==> config.mk <==
export PLATFORM = sky130hd
export DESIGN_NAME = spi_controller
export DESIGN_NICKNAME = d
export VERILOG_FILES = /design/src/rtl/spi_pkg.sv /design/src/rtl/spi_tick.sv /design/src/rtl/spi_controller.sv
export SDC_FILE = /design/constraint.sdc
export NUM_CORES = 1
export LEC_CHECK = 0
export ABC_AREA = 1
export CAP_MARGIN = 20
export CORE_MARGIN = 1
export CORE_UTILIZATION = 30
export CTS_CLUSTER_SIZE = 24
export DETAILED_ROUTE_END_ITERATION = 8
export SLEW_MARGIN = 20
export SYNTH_ARGS = -nofsm -noshare
export SYNTH_HDL_FRONTEND = slang
export SYNTH_SLANG_ARGS = --single-unit
==> constraint.sdc <==
create_clock -name clk -period 2.7 [get_ports clk]
set_input_delay 0.27 -clock clk [delete_from_list [all_inputs] [get_ports clk]]
set_output_delay 0.27 -clock clk [all_outputs]
set_load 0.005 [all_outputs]
==> src/rtl/spi_pkg.sv <==
// Shared definitions for the SPI register-write controller: frame layout,
// FSM states and the peripheral register map.
package spi_pkg;

    localparam int unsigned FRAME_W   = 16;
    localparam int unsigned ADDR_W    = 7;
    localparam int unsigned DATA_W    = 8;
    localparam int unsigned BIT_CNT_W = 4;

    localparam logic WRITE_FLAG = 1'b1;

    localparam logic [ADDR_W-1:0] EN_OUT_7_0  = 7'h00;
    localparam logic [ADDR_W-1:0] EN_OUT_15_8 = 7'h01;
    localparam logic [ADDR_W-1:0] EN_PWM_7_0  = 7'h02;
    localparam logic [ADDR_W-1:0] EN_PWM_15_8 = 7'h03;
    localparam logic [ADDR_W-1:0] PWM_DUTY    = 7'h04;

    typedef enum logic [2:0] {
        IDLE,
        SETUP,
        HIGH,
        LOW,
        HOLD,
        GAP
    } spi_state_t;

    typedef struct packed {
        logic              wr;
        logic [ADDR_W-1:0] addr;
        logic [DATA_W-1:0] data;
    } spi_frame_t;

    function automatic spi_frame_t build_frame(input logic [ADDR_W-1:0] addr,
                                               input logic [DATA_W-1:0] data);
        spi_frame_t f;
        f.wr   = WRITE_FLAG;
        f.addr = addr;
        f.data = data;
        return f;
    endfunction

endpackage

==> src/rtl/spi_tick.sv <==
// Half-period timer: one-cycle tick every HALF_PERIOD enabled cycles,
// restarted from zero whenever clr is asserted.
module spi_tick #(
    parameter int unsigned HALF_PERIOD = 50
) (
    input  logic clk,
    input  logic rst,
    input  logic en,
    input  logic clr,
    output logic tick_c
);

    localparam int unsigned CNT_W = $clog2(HALF_PERIOD);
    localparam logic [CNT_W-1:0] LAST = CNT_W'(HALF_PERIOD - 1);

    logic [CNT_W-1:0] cnt;

    assign tick_c = en && (cnt == LAST);

    // Wraps on the tick so every state entered on a tick starts from zero.
    always_ff @(posedge clk) begin
        if (rst || clr) begin
            cnt <= '0;
        end else if (en) begin
            cnt <= (cnt == LAST) ? '0 : cnt + CNT_W'(1);
        end
    end

endmodule

==> src/rtl/spi_controller.sv <==
// SPI mode-0 write-only controller: shifts {write flag, addr, data} MSB first
// with framed chip select and a one-cycle done pulse per completed frame.
module spi_controller
    import spi_pkg::*;
#(
    parameter int unsigned HALF_PERIOD = 50
) (
    input  logic              clk,
    input  logic              rst,
    input  logic              start,
    input  logic [ADDR_W-1:0] addr,
    input  logic [DATA_W-1:0] data,
    output logic              ready,
    output logic              done,
    output logic              ncs,
    output logic              sclk,
    output logic              copi
);

    spi_state_t           state;
    logic [FRAME_W-2:0]   shift;
    logic [BIT_CNT_W-1:0] bit_cnt;
    logic [FRAME_W-1:0]   frame_c;
    logic                 accept_c;
    logic                 tick_en_c;
    logic                 tick_c;

    assign frame_c   = build_frame(addr, data);
    assign accept_c  = start && ready;
    assign tick_en_c = (state != IDLE);

    spi_tick #(
        .HALF_PERIOD(HALF_PERIOD)
    ) u_tick (
        .clk    (clk),
        .rst    (rst),
        .en     (tick_en_c),
        .clr    (accept_c),
        .tick_c (tick_c)
    );

    // copi is only updated on ncs fall or sclk fall; shift holds the bits still to send.
    always_ff @(posedge clk) begin
        if (rst) begin
            state   <= IDLE;
            shift   <= '0;
            bit_cnt <= '0;
            ready   <= 1'b1;
            done    <= 1'b0;
            ncs     <= 1'b1;
            sclk    <= 1'b0;
            copi    <= 1'b0;
        end else begin
            done <= 1'b0;
            case (state)
                IDLE: begin
                    if (accept_c) begin
                        shift   <= frame_c[FRAME_W-2:0];
                        copi    <= frame_c[FRAME_W-1];
                        bit_cnt <= '0;
                        ncs     <= 1'b0;
                        ready   <= 1'b0;
                        state   <= SETUP;
                    end
                end
                SETUP: begin
                    if (tick_c) begin
                        sclk  <= 1'b1;
                        state <= HIGH;
                    end
                end
                HIGH: begin
                    if (tick_c) begin
                        sclk <= 1'b0;
                        if (bit_cnt == BIT_CNT_W'(FRAME_W - 1)) begin
                            copi  <= 1'b0;
                            state <= HOLD;
                        end else begin
                            copi    <= shift[FRAME_W-2];
                            shift   <= {shift[FRAME_W-3:0], 1'b0};
                            bit_cnt <= bit_cnt + BIT_CNT_W'(1);
                            state   <= LOW;
                        end
                    end
                end
                LOW: begin
                    if (tick_c) begin
                        sclk  <= 1'b1;
                        state <= HIGH;
                    end
                end
                HOLD: begin
                    if (tick_c) begin
                        ncs   <= 1'b1;
                        state <= GAP;
                    end
                end
                GAP: begin
                    if (tick_c) begin
                        done  <= 1'b1;
                        ready <= 1'b1;
                        state <= IDLE;
                    end
                end
                default: begin
                    ncs   <= 1'b1;
                    sclk  <= 1'b0;
                    copi  <= 1'b0;
                    ready <= 1'b1;
                    state <= IDLE;
                end
            endcase
        end
    end

endmodule

# After elaboration in Yosys (flattened, before gate mapping)
# Cells that the tools add are included.
[classes]
bitwise = 5
n_shift = 0
mux = 27
addsub = 2
n_lt_le_gt_ge = 0
n_mul = 0
n_div = 0
eq_ne = 13
reduce_logical = 18
[ops]
columns = ["operator", "count"]
rows = [
  ["$mux 15", 3],
  ["$pmux 15 s2", 1],
  ["$mux 3", 6],
  ["$pmux 3 s5", 1],
  ["$mux 4", 3],
  ["$pmux 1 s3", 4],
  ["$reduce_and 3->1", 4],
  ["$reduce_or 4->1", 3],
  ["$ne 2x2->1 const B", 4],
  ["$pmux 4 s2", 1],
  ["$mux 1", 7],
  ["$add 6x1->6 const B", 1],
  ["$eq 3x2->1 const B", 2],
  ["$eq 3x3->1 const B", 2],
  ["$eq 6x6->1 const B", 1],
  ["$mux 6", 1],
  ["$not 1->1", 5],
  ["$reduce_and 5->1", 1],
  ["$add 4x1->4 const B", 1],
  ["$eq 4x4->1 const B", 1],
  ["$ne 2x1->1 const B", 2],
  ["$reduce_and 4->1", 1],
  ["$reduce_or 2->1", 2],
  ["$eq 3x1->1 const B", 1],
  ["6 further kinds", 7],
]
[word_totals]
mem_bits_ro = 0
memories = 0
register_bits = 33
ram_bits = 0
latchBits = 0

# Logic depth before layout (Yosys ltp)
# Gate-level depths: netlist (run 1).
[logic_depth]
depth_word = 4
ltp_mapped = 11
depth_no_buf = 10

# Cells and area by module
# From an unflattened synthesis (run 1), not the netlist that was laid out.
[hier_totals]
cells_unflattened = 302
hier_area_um2 = 1888.1
[by_module_without_submodules]
columns = ["mod", "cells_per_inst", "instances", "area_each_um2"]
rows = [
  ["spi_controller", 252, 1, 1557.7],
  ["spi_tick", 50, 1, 330.3],
]

# Worst setup path after synthesis (run 1)
# OpenSTA, ideal clock, no wires.
[synth_timing]
path_type = "register to register"
start = "reg u_tick.cnt[0]"
end = "reg bit_cnt[0]"
setup_slack_ns = 1.274
synth_period_minus_slack_ns = 1.426
required_time_ns = 2.558
stages_incl_launch_ff = 10
arrival_time_ns = 1.284
cell_sequence = "dfxtp_1 ha_1 nand3_1 nor2_2 nand2_2 nand2_4 nand2_8 buf_12 nand2_2 a21oi_2"
[synth_between]
elab_chain_len = 4
[synth_rtl]
columns = ["element", "line", "source"]
rows = [
  ["start: declaration", "spi_tick.sv:16", "logic [CNT_W-1:0] cnt;"],
  ["start signal: assignment", "spi_tick.sv:25", "cnt <= (cnt == LAST) ? '0 : cnt + CNT_W'(1);"],
  ["$eq 6x6->1", "spi_tick.sv:18", "assign tick_c = en && (cnt == LAST);"],
  ["$logic_and 1x1->1", "spi_tick.sv:18", ""],
  ["$ne 2x2->1 (no line)", "n/a", ""],
  ["$reduce_and 4->1 (no line)", "n/a", ""],
  ["end signal: assignment", "spi_controller.sv:81", "bit_cnt <= bit_cnt + BIT_CNT_W'(1);"],
  ["end: declaration", "spi_controller.sv:22", "logic [BIT_CNT_W-1:0] bit_cnt;"],
]
# No other way between the ends.
# A chain may end at the register's enable or synchronous reset.

# Worst setup path in the final report (run 1)
[layout_timing]
start = "reg u_tick.cnt[0]"
end = "reg shift[2]"
[layout_between]
elab_chain_len = 4
[layout_rtl]
columns = ["element", "line", "source"]
rows = [
  ["$eq 6x6->1", "spi_tick.sv:18", ""],
  ["$logic_and 1x1->1", "spi_tick.sv:18", ""],
  ["$ne 2x2->1 (no line)", "n/a", ""],
  ["$reduce_and 4->1 (no line)", "n/a", ""],
  ["end signal: assignment", "spi_controller.sv:58", "shift <= frame_c[FRAME_W-2:0];"],
  ["end signal: assignment", "spi_controller.sv:80", "shift <= {shift[FRAME_W-3:0], 1'b0};"],
  ["end: declaration", "spi_controller.sv:21", "logic [FRAME_W-2:0] shift;"],
]
# No other way between the ends.

==> results.toml, run 1 <==
[synthesis]
synth_cells = 262
yosysTopAreaCell = "dfxtp_1"
synth-edff-count = 0
synth.distinct_cells = 30
yosysTopAreaCellShare_pct = 35.0
synth_top_family_by_area = "simple AND/OR/NAND/NOR gates"
synthFlopType = "dfxtp_1"
async_reset_ff_share_pct = 0
synth.avg_cell_area_um2 = 7.20
synthAdderAreaFrac_pct = 1.99
synth_compound_area_share_pct = 11.5
yosysMostFrequentCell = "nand2_1"
synth_commonest_cells = "70 x nand2_1, 38 x nand3_1, 33 x dfxtp_1, 23 x inv_1, 20 x nor2_1"
ys_seq_area_share_pct = 35.0
ys_ff_latch = 33
synth_fp_nets = 283
yosysWarnings = 0
synth_xor_area_share_pct = 0
netlist_area_mm2 = 0.00189
synthMuxAreaShare_pct = 0
yosys.area_share.simple_pct = 41.8
ys_top_cells_by_area = "dfxtp_1 35%, nand2_1 14%, nand3_1 10%"

[worst_setup_path]
reg2reg_slack_ps = 930
cp-end-kind = "flip-flop"
max_stage_delay_ps = 390
critPathLaunchType = "flip-flop"
critPathKind = "reg2reg"
path_cells = "ha_1, nand3_1, nor2_2, nand2_2, nand2_4, nand2_8, nand2_1, a21oi_1"
critPathSlowestCell = "dfxtp_1"
critical_path.max_fanout = 21
arrival_ps = 1940
required_ps = 2870

[detailed_routing]
drt_wl_total_um = 4070
wl_per_cell_um = 11.4
num_vias = 1672
detail_route.vias_per_cell = 4.67
ant_nets = 0
drc = 0
dr.pass1.iters = 4
drtIter0Drc = 85

[grt]
met3_usage_pct = 3.03
grt_pass1_wl_um = 6800
grt_use_met1_pct = 15.8
busiest_layer = "met2"
grt_overflow = 0
grt_usage_pct = 13.4
use_met2_pct = 22.7
antenna_found_initial = 0
grt_max_degree = 22
grt_pass1_vias = 1580

[pwr]
power_frac_seq_pct = 32.7
cellInternalPower_uw = 1170
p_clk_share_pct = 16.7
p_switching_uw = 1050
peakVddDrop_mv = 0.516
swShare_pct = 47.2
power.density_mw_per_mm2 = 1010
pwr-share-comb_pct = 50.6
p_leak_uw = 0.000873

[cts]
clock_latency_ps = 290
post_cts_buffers = 0
clkTransAtPathRegs_ps = 70
htree_levels = 2
cts_inserted_buffers = 5
clockRootBuffer = "clkbuf_8"
clock-sinks = 33
post_cts_resized = 0
cts_tree = "yes"
cts_buffer_depth = 2
postCtsHoldBufs = 0

[run]
maxCapViolations = 0

[floorplan]
start_util_pct = 31.5
core_mm2 = 0.00599
die_h_um = 81.3
io_pins = 23
rows = 28
die_w_um = 81.3
die_area_mm2 = 0.00661

[placed_design]
dpl_cell_area_mm2 = 0.00212
dpl.hpwl_um = 2720
io_buffers = 22
place_congestion = 0.846

[status]
status = "finished clean"

[timing]
final.period_utilization_pct = 65.7
timing.final.hold_violations = 0
drv_slew = 0
finalSetupViolations = 0
skew_ps = 10.7
rsz0062_at_grt = "false"
relSlewSlack_pct = 71.1
fin_tns_setup_ps = 0
timing_worst_slew_pin_value_ps = 434
fin_crit_ps = 1770
fmax_ghz = 0.564

[finish]
diodes = 0
fin_area_mm2 = 0.00221
area_growth_syn_to_layout_pct = 17.2
drive_above_1_share_pct = 15.2
fin_nets = 303

[min_path]
hp-class = "reg2reg"
final timing paths:
kind / end / start / depth (start not counted)
setup / recovery: shift[2] / u_tick.cnt[0] / 8
setup reg to reg: shift[2] / u_tick.cnt[0] / 8
hold reg to reg: ready / ready / 2
hold / removal: ready / ready / 2
cell families (layout without fill, tap and decap cells):
logic type	Yosys count	in the layout
AOI/OAI and AO/OA	34	34
adders and majority gates	3	3
buffers and inverters	35	56
DFF	33	33
and+or+nand+nor	157	157
sequential cells by signal (all words and copies together), names as in the netlist:
| signal | flops |
|---|---|
| done | 1 |
| shift | 15 |
| ready | 1 |
| u_tick.cnt | 6 |
| bit_cnt | 4 |
| sclk | 1 |
| ncs | 1 |
| state | 3 |
| copi | 1 |
critical path, delay by kind of cell (launching register included):
family / cells / cell delay [ps]
flops: 1 / 390
simple gates: 6 / 1010
compound gates: 1 / 60
fa+ha+maj: 1 / 180
per-layer routing:
layer	part of all wire, %	up-vias
met5	0	-
met4	2.4	0
met3	3.3	9
met2	46	30
met1	48	744
li1	-	889
final cells by class:
cell class,instances,area (um2)
Multi-Input combinational cell,194,1040
Clock inverter,3,17.5
Inverter,24,92.6
Timing Repair Buffer,24,235
Sequential cell,33,661
Clock buffer,5,68.8
Fill cell,630,3780
Tap cell,75,93.8
power by group through the flow:
stage / clock [uW] / sequential (uW) / combinational (uW)
after floorplan: 0 / 712 / 1030
after global placement: 0 / 739 / 1120
after detailed placement: 0 / 738 / 1130
after CTS: 386 / 728 / 1140
after global routing: 408 / 747 / 1250
final: 373 / 727 / 1130
per-stage QoR:
step	utilization, %	power [uW]	instances	worst slack, ps	hold slack (ps)
after floorplan	-	1740	262	1270	438
final	36.9	2220	358	927	465
after global placement	35.5	1860	350	910	451
after global routing	36.9	2410	358	775	484
after CTS	36.9	2260	358	909	470
after detailed placement	35.5	1870	350	890	458
cell usage in the layout, fill, tap and decap left out, types with 3 or more instances in the layout:
cell type and n:
clkbuf_8 5, a21oi_2 10, dfxtp_1 33, ha_1 3
nand2_8 3, nand2_2 11, nand3_1 38, nor2_1 20
nand2_4 3, nand2_1 70, nor2_2 3, a21oi_1 17
nor3_1 3, inv_1 23, clkdlybuf4s50_1 22
Note: power is estimated with default switching activity, not from simulation.
==> run 2, diff against run 1 <==
==> constraint.sdc (replaced) <==
create_clock -name clk -period 1.47 [get_ports clk]
set_input_delay 0.147 -clock clk [delete_from_list [all_inputs] [get_ports clk]]
set_output_delay 0.147 -clock clk [all_outputs]
set_load 0.005 [all_outputs]
==> results.toml, run 2 (same netlist as run 1, synthesis figures left out) <==
[timing]
timing_worst_slew_pin_value_ps = 268
timing.final.hold_violations = 0
skew_ps = 14.2
rsz0062_at_grt = "true"
drv_slew = 0
relSlewSlack_pct = 82.0
fmax_ghz = 0.701
setup_ws_ps = 42.9
final.period_utilization_pct = 97.1
fin_crit_ps = 1430
finalSetupViolations = 0

[cts]
cts_inserted_buffers = 5
postCtsHoldBufs = 0
clkTransAtPathRegs_ps = 80
cts_tree = "yes"
clock_latency_ps = 290
htree_levels = 2
clockRootBuffer = "clkbuf_8"
cts_buffer_depth = 2
clock-sinks = 33

[placed_design]
pre_cts_slack_ps = -139
place_congestion = 0.800
dpl.hpwl_um = 3020
dp.cells = 375
dpl_cell_area_mm2 = 0.00232
io_buffers = 22

[floorplan]
io_pins = 23
start_util_pct = 31.5
core_mm2 = 0.00599
die_h_um = 81.3
die_w_um = 81.3
rows = 28
die_area_mm2 = 0.00661

[detailed_routing]
drt_wl_total_um = 4570
dr.pass1.iters = 4
detail_route.vias_per_cell = 4.64
drtIter0Drc = 89
wl_per_cell_um = 11.7
num_vias = 1805
drc = 0
ant_nets = 0

[min_path]
hold_path_depth = 2
hp-class = "reg2reg"
hp-start = "shift[6]"
hold-path-endpoint = "shift[6]"

[worst_setup_path]
r2r-end = "shift[3]"
critical_path.max_fanout = 5
reg2reg_slack_ps = 40
cp-end-kind = "flip-flop"
r2r-start = "bit_cnt[0]"
critPathLaunchType = "flip-flop"
critPathKind = "reg2reg"
required_ps = 1640
arrival_ps = 1590
rr_worst_depth = 9

[grt]
antenna_found_initial = 0
grt_usage_pct = 14.3
use_met2_pct = 23.7
grt_max_degree = 20
grt_overflow = 0
grt_pass1_vias = 1643
busiest_layer = "met2"
grt_pass1_wl_um = 7220
met3_usage_pct = 3.15
grt_use_met1_pct = 18.0

[finish]
layout_common_cells = "69 x nand2_1, 29 x nand3_1, 27 x dfxtp_1, 25 x buf_4, 22 x clkdlybuf4s50_1"
fin_area_mm2 = 0.00267
largest_register_ffs = 15
largest_registers = "shift: 15 flops, u_tick.cnt: 6 flops, bit_cnt: 4 flops"
drive_above_1_share_pct = 31.2
fin_nets = 334
top_register = "shift"
fill_cells = 595
final_cells = 389
area_growth_syn_to_layout_pct = 41.5
layout_commonest_cell = "nand2_1"
diodes = 0

[pwr]
p_leak_uw = 0.00109
power.density_mw_per_mm2 = 2020
peakVddDrop_mv = 1.08

[run]
maxCapViolations = 0

[status]
status = "finished clean"
run 2: worst max-delay path by stage:
stage | from | end
final | bit_cnt[0] | shift[3]
after global routing | u_tick.cnt[1] | shift[13]
after CTS | bit_cnt[0] | shift[9]
after detailed placement | start | state[1]
after global placement | start | state[0]
after floorplan | u_tick.cnt[0] | bit_cnt[0]
run 2: through the flow:
step	total power [uW]	hold WS, ps	TNS (ps)	util [%]
after floorplan	3200	315	0	-
after global placement	3870	450	-1160	38.8
after detailed placement	3900	454	-1640	38.8
after CTS	4820	468	0	40.8
after global routing	5800	483	-209	44.6
final	5390	465	0	44.6
run 2: timing repair:
item / CTS / global route
gates cloned: 0 / 4
setup buffers: 0 / 2
gates resized for setup: 1 / 37
endpoints found under the setup margin: 9 / 23
pin swaps: 0 / 20
endpoints found under the hold margin: 0 / 0
run 2: final cells by class:
type | instances | area (um2) | share of cell area [%]
multi-input cells | 197 | 1210 | 45.4
inverters | 24 | 92.6 | 3.47
clock buffers | 7 | 86.3 | 3.23
well taps | 75 | 93.8 | 3.51
repair buffers | 52 | 487 | 18.2
clock inverters | 1 | 30.0 | 1.12
flip-flops and latches | 33 | 668 | 25.0
run 2: worst max-delay path, stage by stage (launching register included):
cell and delay, ps:
dfxtp_2 340, ha_2 190, nand2_2 70, nor2_2 150
inv_2 60, nand2_4 90, nand2_8 100, buf_4 170
nand3_1 80, a21oi_1 60
run 2: layer usage:
metal / vias to the layer above / wire [um]
li1: 955 / -
met1: 817 / 2170
met2: 26 / 2170
met3: 7 / 153
met4: 0 / 68
met5: - / 0
run 2: power breakdown:
part | internal [uW] | switching (uW)
registers | 1140 | 175
clock network | 553 | 346
logic | 1370 | 1800
